### src/rtl/pipe_stall_ctrl_if.sv
// Stall/flush control bundle between the pipeline hazard sources and the
// central stall sequencer. The master side raises requests; the slave side
// (the sequencer) returns the stall vector, flush and status.
interface pipe_stall_ctrl_if #(
    parameter int MC_CNT_W = 6,
    parameter int PERF_W   = 32
);
    logic                id_stallreq;
    logic                ex_mc_start;
    logic [MC_CNT_W-1:0] ex_mc_cycles;
    logic                ex_mc_abort;
    logic                flush_req;
    logic [5:0]          stall_o;
    logic                flush_o;
    logic                ex_mc_done;
    logic                busy_o;
    logic [PERF_W-1:0]   stall_cnt_o;

    modport master (
        output id_stallreq, ex_mc_start, ex_mc_cycles, ex_mc_abort, flush_req,
        input  stall_o, flush_o, ex_mc_done, busy_o, stall_cnt_o
    );

    modport slave (
        input  id_stallreq, ex_mc_start, ex_mc_cycles, ex_mc_abort, flush_req,
        output stall_o, flush_o, ex_mc_done, busy_o, stall_cnt_o
    );
endinterface

### src/rtl/pipe_stall_ctrl.sv
// Central stall/flush sequencer for the five-stage pipeline.
// Merges the ID load-use stall, EX multi-cycle requests and flush into one
// stall vector, runs the multi-cycle countdown FSM and keeps a saturating
// count of stalled cycles.
module pipe_stall_ctrl #(
    parameter int MC_CNT_W = 6,
    parameter int PERF_W   = 32
) (
    input  logic                   clk,
    input  logic                   rst,
    pipe_stall_ctrl_if.slave       ctl
);

    // Stall vector bits: [0]PC [1]IF_ID [2]ID_EX [3]EX_MEM [4]MEM_WB [5]reserved
    localparam logic [5:0] STALL_NONE = 6'b000000;
    localparam logic [5:0] STALL_ID   = 6'b000111;
    localparam logic [5:0] STALL_EX   = 6'b001111;

    typedef enum logic {
        IDLE   = 1'b0,
        MC_RUN = 1'b1
    } state_t;

    state_t              state_q, state_d;
    logic [MC_CNT_W-1:0] cnt_q, cnt_d;
    logic [PERF_W-1:0]   perf_q;
    logic [5:0]          stall;
    logic                flush;
    logic                done;

    // Saturating increment: the counter parks at all-ones instead of wrapping.
    function automatic logic [PERF_W-1:0] sat_inc(input logic [PERF_W-1:0] v);
        return (v == '1) ? v : v + PERF_W'(1);
    endfunction

    // State and countdown register.
    always_ff @(posedge clk) begin
        if (rst) begin
            state_q <= IDLE;
            cnt_q   <= '0;
        end else begin
            state_q <= state_d;
            cnt_q   <= cnt_d;
        end
    end

    // Next-state and same-cycle stall/flush/done decode; priority is
    // flush > abort > multi-cycle stall > ID load-use stall.
    always_comb begin
        state_d = state_q;
        cnt_d   = cnt_q;
        stall   = STALL_NONE;
        flush   = 1'b0;
        done    = 1'b0;
        if (rst) begin
            state_d = IDLE;
            cnt_d   = '0;
        end else begin
            unique case (state_q)
                IDLE: begin
                    if (ctl.flush_req) begin
                        flush = 1'b1;
                    end else if (ctl.ex_mc_start && (ctl.ex_mc_cycles != '0)) begin
                        stall = STALL_EX;
                        if (ctl.ex_mc_cycles == MC_CNT_W'(1)) begin
                            // Single-cycle op completes in its start cycle.
                            done = 1'b1;
                        end else begin
                            // Start cycle counts as the first of N stall cycles.
                            cnt_d   = ctl.ex_mc_cycles - MC_CNT_W'(1);
                            state_d = MC_RUN;
                        end
                    end else if (ctl.id_stallreq) begin
                        stall = STALL_ID;
                    end
                end
                MC_RUN: begin
                    if (ctl.flush_req) begin
                        flush   = 1'b1;
                        state_d = IDLE;
                        cnt_d   = '0;
                    end else if (ctl.ex_mc_abort) begin
                        state_d = IDLE;
                        cnt_d   = '0;
                    end else begin
                        // The wider EX stall already covers a concurrent ID request.
                        stall = STALL_EX;
                        if (cnt_q == MC_CNT_W'(1)) begin
                            done    = 1'b1;
                            state_d = IDLE;
                            cnt_d   = '0;
                        end else begin
                            cnt_d = cnt_q - MC_CNT_W'(1);
                        end
                    end
                end
                default: begin
                    state_d = IDLE;
                    cnt_d   = '0;
                end
            endcase
        end
    end

    // Stall-cycle performance counter, saturating at all-ones.
    always_ff @(posedge clk) begin
        if (rst) begin
            perf_q <= '0;
        end else if (stall != STALL_NONE) begin
            perf_q <= sat_inc(perf_q);
        end
    end

    // Outputs are held at zero for as long as reset is asserted.
    always_comb begin
        ctl.stall_o     = stall;
        ctl.flush_o     = flush;
        ctl.ex_mc_done  = done;
        ctl.busy_o      = (state_q == MC_RUN) && !rst;
        ctl.stall_cnt_o = rst ? '0 : perf_q;
    end

endmodule

### src/flat_wrapper.sv
// flat-port wrapper written by rule: the top's interface ports become plain ports
module pipe_stall_ctrl_flat 
#(
    parameter int MC_CNT_W = 6,
    parameter int PERF_W   = 32
)
  (clk, rst, ctl_id_stallreq, ctl_ex_mc_start, ctl_ex_mc_cycles, ctl_ex_mc_abort, ctl_flush_req, ctl_stall_o, ctl_flush_o, ctl_ex_mc_done, ctl_busy_o, ctl_stall_cnt_o);
  pipe_stall_ctrl_if #(.MC_CNT_W(MC_CNT_W), .PERF_W(PERF_W)) ctl_i ();
  input  logic clk;
  input  logic rst;
  input wire logic [$bits(ctl_i.id_stallreq)-1:0] ctl_id_stallreq;
  input wire logic [$bits(ctl_i.ex_mc_start)-1:0] ctl_ex_mc_start;
  input wire logic [$bits(ctl_i.ex_mc_cycles)-1:0] ctl_ex_mc_cycles;
  input wire logic [$bits(ctl_i.ex_mc_abort)-1:0] ctl_ex_mc_abort;
  input wire logic [$bits(ctl_i.flush_req)-1:0] ctl_flush_req;
  output wire logic [$bits(ctl_i.stall_o)-1:0] ctl_stall_o;
  output wire logic [$bits(ctl_i.flush_o)-1:0] ctl_flush_o;
  output wire logic [$bits(ctl_i.ex_mc_done)-1:0] ctl_ex_mc_done;
  output wire logic [$bits(ctl_i.busy_o)-1:0] ctl_busy_o;
  output wire logic [$bits(ctl_i.stall_cnt_o)-1:0] ctl_stall_cnt_o;
  assign ctl_i.id_stallreq = ctl_id_stallreq;
  assign ctl_i.ex_mc_start = ctl_ex_mc_start;
  assign ctl_i.ex_mc_cycles = ctl_ex_mc_cycles;
  assign ctl_i.ex_mc_abort = ctl_ex_mc_abort;
  assign ctl_i.flush_req = ctl_flush_req;
  assign ctl_stall_o = ctl_i.stall_o;
  assign ctl_flush_o = ctl_i.flush_o;
  assign ctl_ex_mc_done = ctl_i.ex_mc_done;
  assign ctl_busy_o = ctl_i.busy_o;
  assign ctl_stall_cnt_o = ctl_i.stall_cnt_o;
  pipe_stall_ctrl #(.MC_CNT_W(MC_CNT_W), .PERF_W(PERF_W)) u_core (.clk(clk), .rst(rst), .ctl(ctl_i));
endmodule
### config.mk
export PLATFORM = sky130hd
export DESIGN_NAME = pipe_stall_ctrl_flat
export DESIGN_NICKNAME = d
export VERILOG_FILES = /design/src/rtl/pipe_stall_ctrl_if.sv /design/src/rtl/pipe_stall_ctrl.sv /design/src/flat_wrapper.sv
export SDC_FILE = /design/constraint.sdc
export NUM_CORES = 1
export LEC_CHECK = 0
export ABC_AREA = 1
export ABC_CLOCK_PERIOD_IN_PS = 2000
export BUFFER_PORTS_ARGS = -buffer_cell sky130_fd_sc_hd__buf_2
export CELL_PAD_IN_SITES_DETAIL_PLACEMENT = 2
export CELL_PAD_IN_SITES_GLOBAL_PLACEMENT = 2
export CORE_MARGIN = 5
export CORE_UTILIZATION = 29
export CTS_CLUSTER_SIZE = 25
export DETAILED_ROUTE_END_ITERATION = 7
export GPL_ROUTABILITY_DRIVEN = 0
export GPL_TIMING_DRIVEN = 0
export PLACE_DENSITY_LB_ADDON = 0.1
export SYNTH_ARGS = -nofsm -noshare
export SYNTH_HDL_FRONTEND = slang
export SYNTH_SLANG_ARGS = --single-unit
### constraint.sdc
create_clock -name clk -period 2 [get_ports clk]
set_input_delay 0.4 -clock clk [delete_from_list [all_inputs] [get_ports clk]]
set_output_delay 0.4 -clock clk [all_outputs]
set_load 0.005 [all_outputs]
Word level (Yosys, flattened, before mapping). Index checks and enable logic that the tools add are counted. W data, S select, Z words.

Div/mod/pow operators: 0. Eq/ne operators: 6. Shift-type cells: 0. Add/sub/neg operators: 3. Multipliers: 0. Reductions and logical operators: 7. Magnitude comparators: 0. Multiplexer cells: 32. Bitwise gates (word level): 2.

Operators with widths (count): $mux W6 (10); $add A32 B1 Y32 const B (1); $eq A32 B32 Y1 const B (1); $mux W32 (1); $pmux W6 S2 (2); $mux W1 (15); $eq A6 B1 Y1 const B (2); $reduce_bool A6 Y1 (2); $sub A6 B1 Y6 const B (2); $mux W4 (1); $ne A2 B2 Y1 const B (2); $pmux W1 S2 (2); $mux W3 (1); $reduce_and A3 Y1 (1); $logic_and A1 B1 Y1 (2); $ne A2 B1 Y1 const B (1); $not A1 Y1 (2); $reduce_and A2 Y1 (1); $logic_not A1 Y1 (1).

Memories: 0. Output and inout port bits: 41. Register bits after elaboration: 39. Memory bits (writable): 0. Logic and storage cells: 53. Bits in read-only memories: 0. Latch bits: 0.

Longest topological paths before layout.
Word-level depth: 8. Depth in mapped cells: 12.

Worst setup path after synthesis. No wires, ideal clock.

Kind: input port to output port. Start point: input ctl_ex_mc_cycles[0]. End point: output ctl_stall_o[1]. Required time: 1.600 ns. Arrival time: 1.520 ns. Stages on the path: 10. Setup slack: 0.080 ns. Cells stage by stage: inv_1 > ha_1 > nand3_1 > nand2_1 > nand2_1 > nand2_1 > nand2_1 > buf_4 > buf_4 > buf_4.

Word-level cells in the longest chain between the ends: 6.

Ends and longest elaborated chain: start: declaration (RTL line flat_wrapper.sv:13) `input wire logic [$bits(ctl_i.ex_mc_cycles)-1:0] ctl_ex_mc_cycles;`; $reduce_bool A6 Y1 (RTL line pipe_stall_ctrl.sv:63) `end else if (ctl.ex_mc_start && (ctl.ex_mc_cycles != '0)) begin`; $logic_and A1 B1 Y1 (RTL line pipe_stall_ctrl.sv:63); $mux W6 (RTL line pipe_stall_ctrl.sv:63); $mux W6 (RTL line pipe_stall_ctrl.sv:61) `if (ctl.flush_req) begin`; $pmux W6 S2 (RTL line pipe_stall_ctrl.sv:59) `unique case (state_q)`; $mux W6 (RTL line pipe_stall_ctrl.sv:55) `if (rst) begin`; end: declaration (RTL line flat_wrapper.sv:16) `output wire logic [$bits(ctl_i.stall_o)-1:0] ctl_stall_o;`.

No other way between the ends.

Worst setup path in the final report.
Start point: input ctl_ex_mc_cycles[0]. End point: output ctl_ex_mc_done.

Word-level cells in the longest chain between the ends: 6. Elaborated cells on any way between the ends: 8. Classes of those cells: eq/ne: 1; mux: 5; reduce/logical: 2.

Ends and longest elaborated chain: $eq A6 B1 Y1 or $reduce_bool A6 Y1 (tied branches) (RTL line pipe_stall_ctrl.sv:65, pipe_stall_ctrl.sv:63); $mux W1 or $logic_and A1 B1 Y1 (tied branches) (RTL line pipe_stall_ctrl.sv:65, pipe_stall_ctrl.sv:63); $mux W1 (*) (RTL line pipe_stall_ctrl.sv:63); $mux W1 (*) (RTL line pipe_stall_ctrl.sv:61); $pmux W1 S2 (*) (RTL line pipe_stall_ctrl.sv:59); $mux W1 (*) (RTL line pipe_stall_ctrl.sv:55); end: declaration (RTL line flat_wrapper.sv:18) `output wire logic [$bits(ctl_i.ex_mc_done)-1:0] ctl_ex_mc_done;`.

Mark *: on every way between the ends. The rest lies on a longest branch, timed or not.

==> impl_metrics.tcl <==
set metrics [dict create \
    status "completed" \
    avgSynthCellArea_um2 5.75 \
    timing.reg2reg.setup_slack_ns 0.10 \
    setup_ws_ns 0.0398 \
    hold_depth 4 \
    dieArea_um2 12500 \
    power.total_uw 1690 \
    num_vias 3559 \
    finalClockSkew_ns 0.0131 \
    startpoint_type "primary input" \
    ant_nets 0 \
    ios 53 \
    finalMaxSlewViolations 0 \
    vias_per_cell 4.86 \
    endpoint_kind "output pin" \
    synth_area_leader_cell "dfxtp_1" \
    min_path_type "in -> reg" \
    wirelength_um 12200 \
    vdd_ir_drop_max_mv 0.214 \
    synthAdderAreaFrac_pct 2.08 \
    grt_max_degree 13 \
    synth-seq-cells 39 \
    clock_latency_ns 0.31 \
    seq_area_frac_synth_pct 25.9 \
    yosys_warnings 0 \
    cp_max_fo 3 \
    die_y_um 112 \
    cts_buffer_depth 2 \
    cts_tree "yes" \
    detailedPlace.worstSlack_ns -0.521 \
    clock_sink_count 39 \
    synth_edf_count 0 \
    power_per_cell_area_nw_per_um2 449 \
    final_util_pct 36.7 \
    cap_violations 0 \
    async_flop_share_pct 0 \
    critPathArrivalTime_ns 1.56 \
    power_leakage_uw 0.00157 \
    netlist_area_um2 3010 \
    syn-instance-count 524 \
    synth_xor_xnor_area_share_pct 4.65 \
    synthToLayoutAreaGrowth_pct 24.6 \
    antenna_cells 0 \
    drtIter0Drc 119 \
    finalSetupViolCount 0 \
    period_needed_ns 1.96 \
    grt_pass1_vias 3941 \
    die_w_um 112 \
    port_buffers 49 \
    drt_pass1_iterations 4 \
    ctsHtreeMaxLevel 2 \
    track_usage_pct 19.2 \
    grt_first_pass_wirelength_um 19700 \
    clk_pin_slew_ns 0.08 \
    synth_commonest_cells "146 x nand2_1, 101 x nor2_1, 68 x inv_1" \
    cts_inserted_buffers 5 \
    cp.required_ns 1.60 \
    synth.area.top_cells "dfxtp_1 26%, nand2_1 18%, nor2_1 13%" \
    rows 37 \
    drive_gt1_share_pct 20.6 \
    fin_crit_sh_pct 98.0 \
    reg2reg_depth 10 \
    synth_cell_types 25 \
    final_nets 612 \
    core_area_um2 10200 \
    hpwlAfterDp_um 9210 \
    fmax_mhz 510 \
    synth_mux_area_share_pct 0 \
    drc_errors 0 \
    antenna_found_initial 0 \
    routedWlPerCell_um 16.6 \
    synth_top_family_by_area "simple AND/OR/NAND/NOR gates" \
    grt_setup_unrepaired "yes" \
    start_util_pct 29.5 \
    worst_hold_slack_ns 0.491 \
    cts-root-buf "clkbuf_8" \
    max-slew-margin-rel_pct 55.5 \
    synth_compound_area_share_pct 8.05 \
    path_class "in -> out" \
    synth_ff_type "dfxtp_1" \
    worst_slew_pin_slew_ns 0.667 \
    postCtsHoldBufs 0 \
    synthSimpleGateAreaFrac_pct 46.1 \
    hold_viol 0 \
    yosysMostFrequentCell "nand2_1" \
    overflow 0 \
    yosysTopAreaCellShare_pct 25.9 \
]
## metal layers
metal  up-vias  part of all wire, %  GRT usage (%)
li1       1764                    -              -
met1      1753                   45           24.0
met2        35                   51           35.5
met3         7                  2.7           2.66
met4         0                 0.72           2.96
met5         -                    0              0
## worst max-delay path: stages
cell and delay (ns):
buf_6 0.09, inv_4 0.04, ha_4 0.16, nand3_4 0.09, nand2_4 0.06, buf_4 0.12, buf_4 0.12, buf_4 0.12
o41ai_2 0.20, buf_2 0.16
## repair_timing
action                     4_1_cts  5_1_grt
gates cloned                     0        0
buffers inserted                11        3
gates resized for setup         25       17
pin swaps                        4        6
setup endpoints to repair       12       32
hold endpoints to repair         0        0
## state kept, by name (all words and copies together) (netlist names)
name / cells
u_core.perf_q: 32
u_core.cnt_q: 6
u_core.state_q: 1
## through the flow
step                cells  cell area [um^2]  setup TNS, ns
floorplan             525              3020              0
global placement      710              3430          -3.80
detailed placement    710              3430          -6.11
CTS                   729              3680              0
global route          732              3750        -0.0185
finish                732              3750              0
## cells in the final DEF (no fill, tap or decap)
master    instances
dfxtp_2           3
buf_2            51
xor2_1           15
nand3_1          53
clkinv_2          3
conb_1            2
o22ai_1           3
inv_2             2
o41ai_2           1
clkbuf_1          6
inv_4             2
dfxtp_4           1
nand2_1         142
o21ai_0          12
nand4_1          11
buf_4            19
clkbuf_8          5
buf_8             1
ha_1              3
nand2_2           3
or2_2             1
nor3_2            1
xnor2_1           1
buf_6             8
nand3_4           2
nor2_4            5
inv_1            64
nor2_1           95
nor2_2            9
a21oi_1          31
ha_2              1
ha_4              1
dfxtp_1          35
nand2_4           4
## logic make-up after synthesis
group           count (synthesis)
compound gates                 47
xor+xnor                       16
fa+ha+maj                       5
buf+inv                        90
flops                          39
other cells                     1
simple gates                  326
## final cells by class
class                      count  area, um^2
sequential                    39         788
inverter                      68         260
multi-input combinational    396        1930
tap                          136         170
timing repair buffer          63         369
buffer                        22         156
clock buffer                   5        68.8
fill                        1337        6480
clock inverter                 3        15.0
## power breakdown
group | switching (uW) | internal (uW) | leakage (uW)
Clock | 327 | 240 | 0.0000477
Combinational | 187 | 119 | 0.00120
Sequential | 19.7 | 794 | 0.000318
## worst paths after layout
path / startpoint / endpoint
hold / removal: ctl_ex_mc_cycles[0] / u_core.cnt_q[0]
setup / recovery: ctl_ex_mc_cycles[0] / ctl_ex_mc_done
hold reg to reg: u_core.perf_q[0] / u_core.perf_q[0]
setup reg to reg: u_core.perf_q[0] / u_core.perf_q[14]
Power figures use the tool's default switching activity.
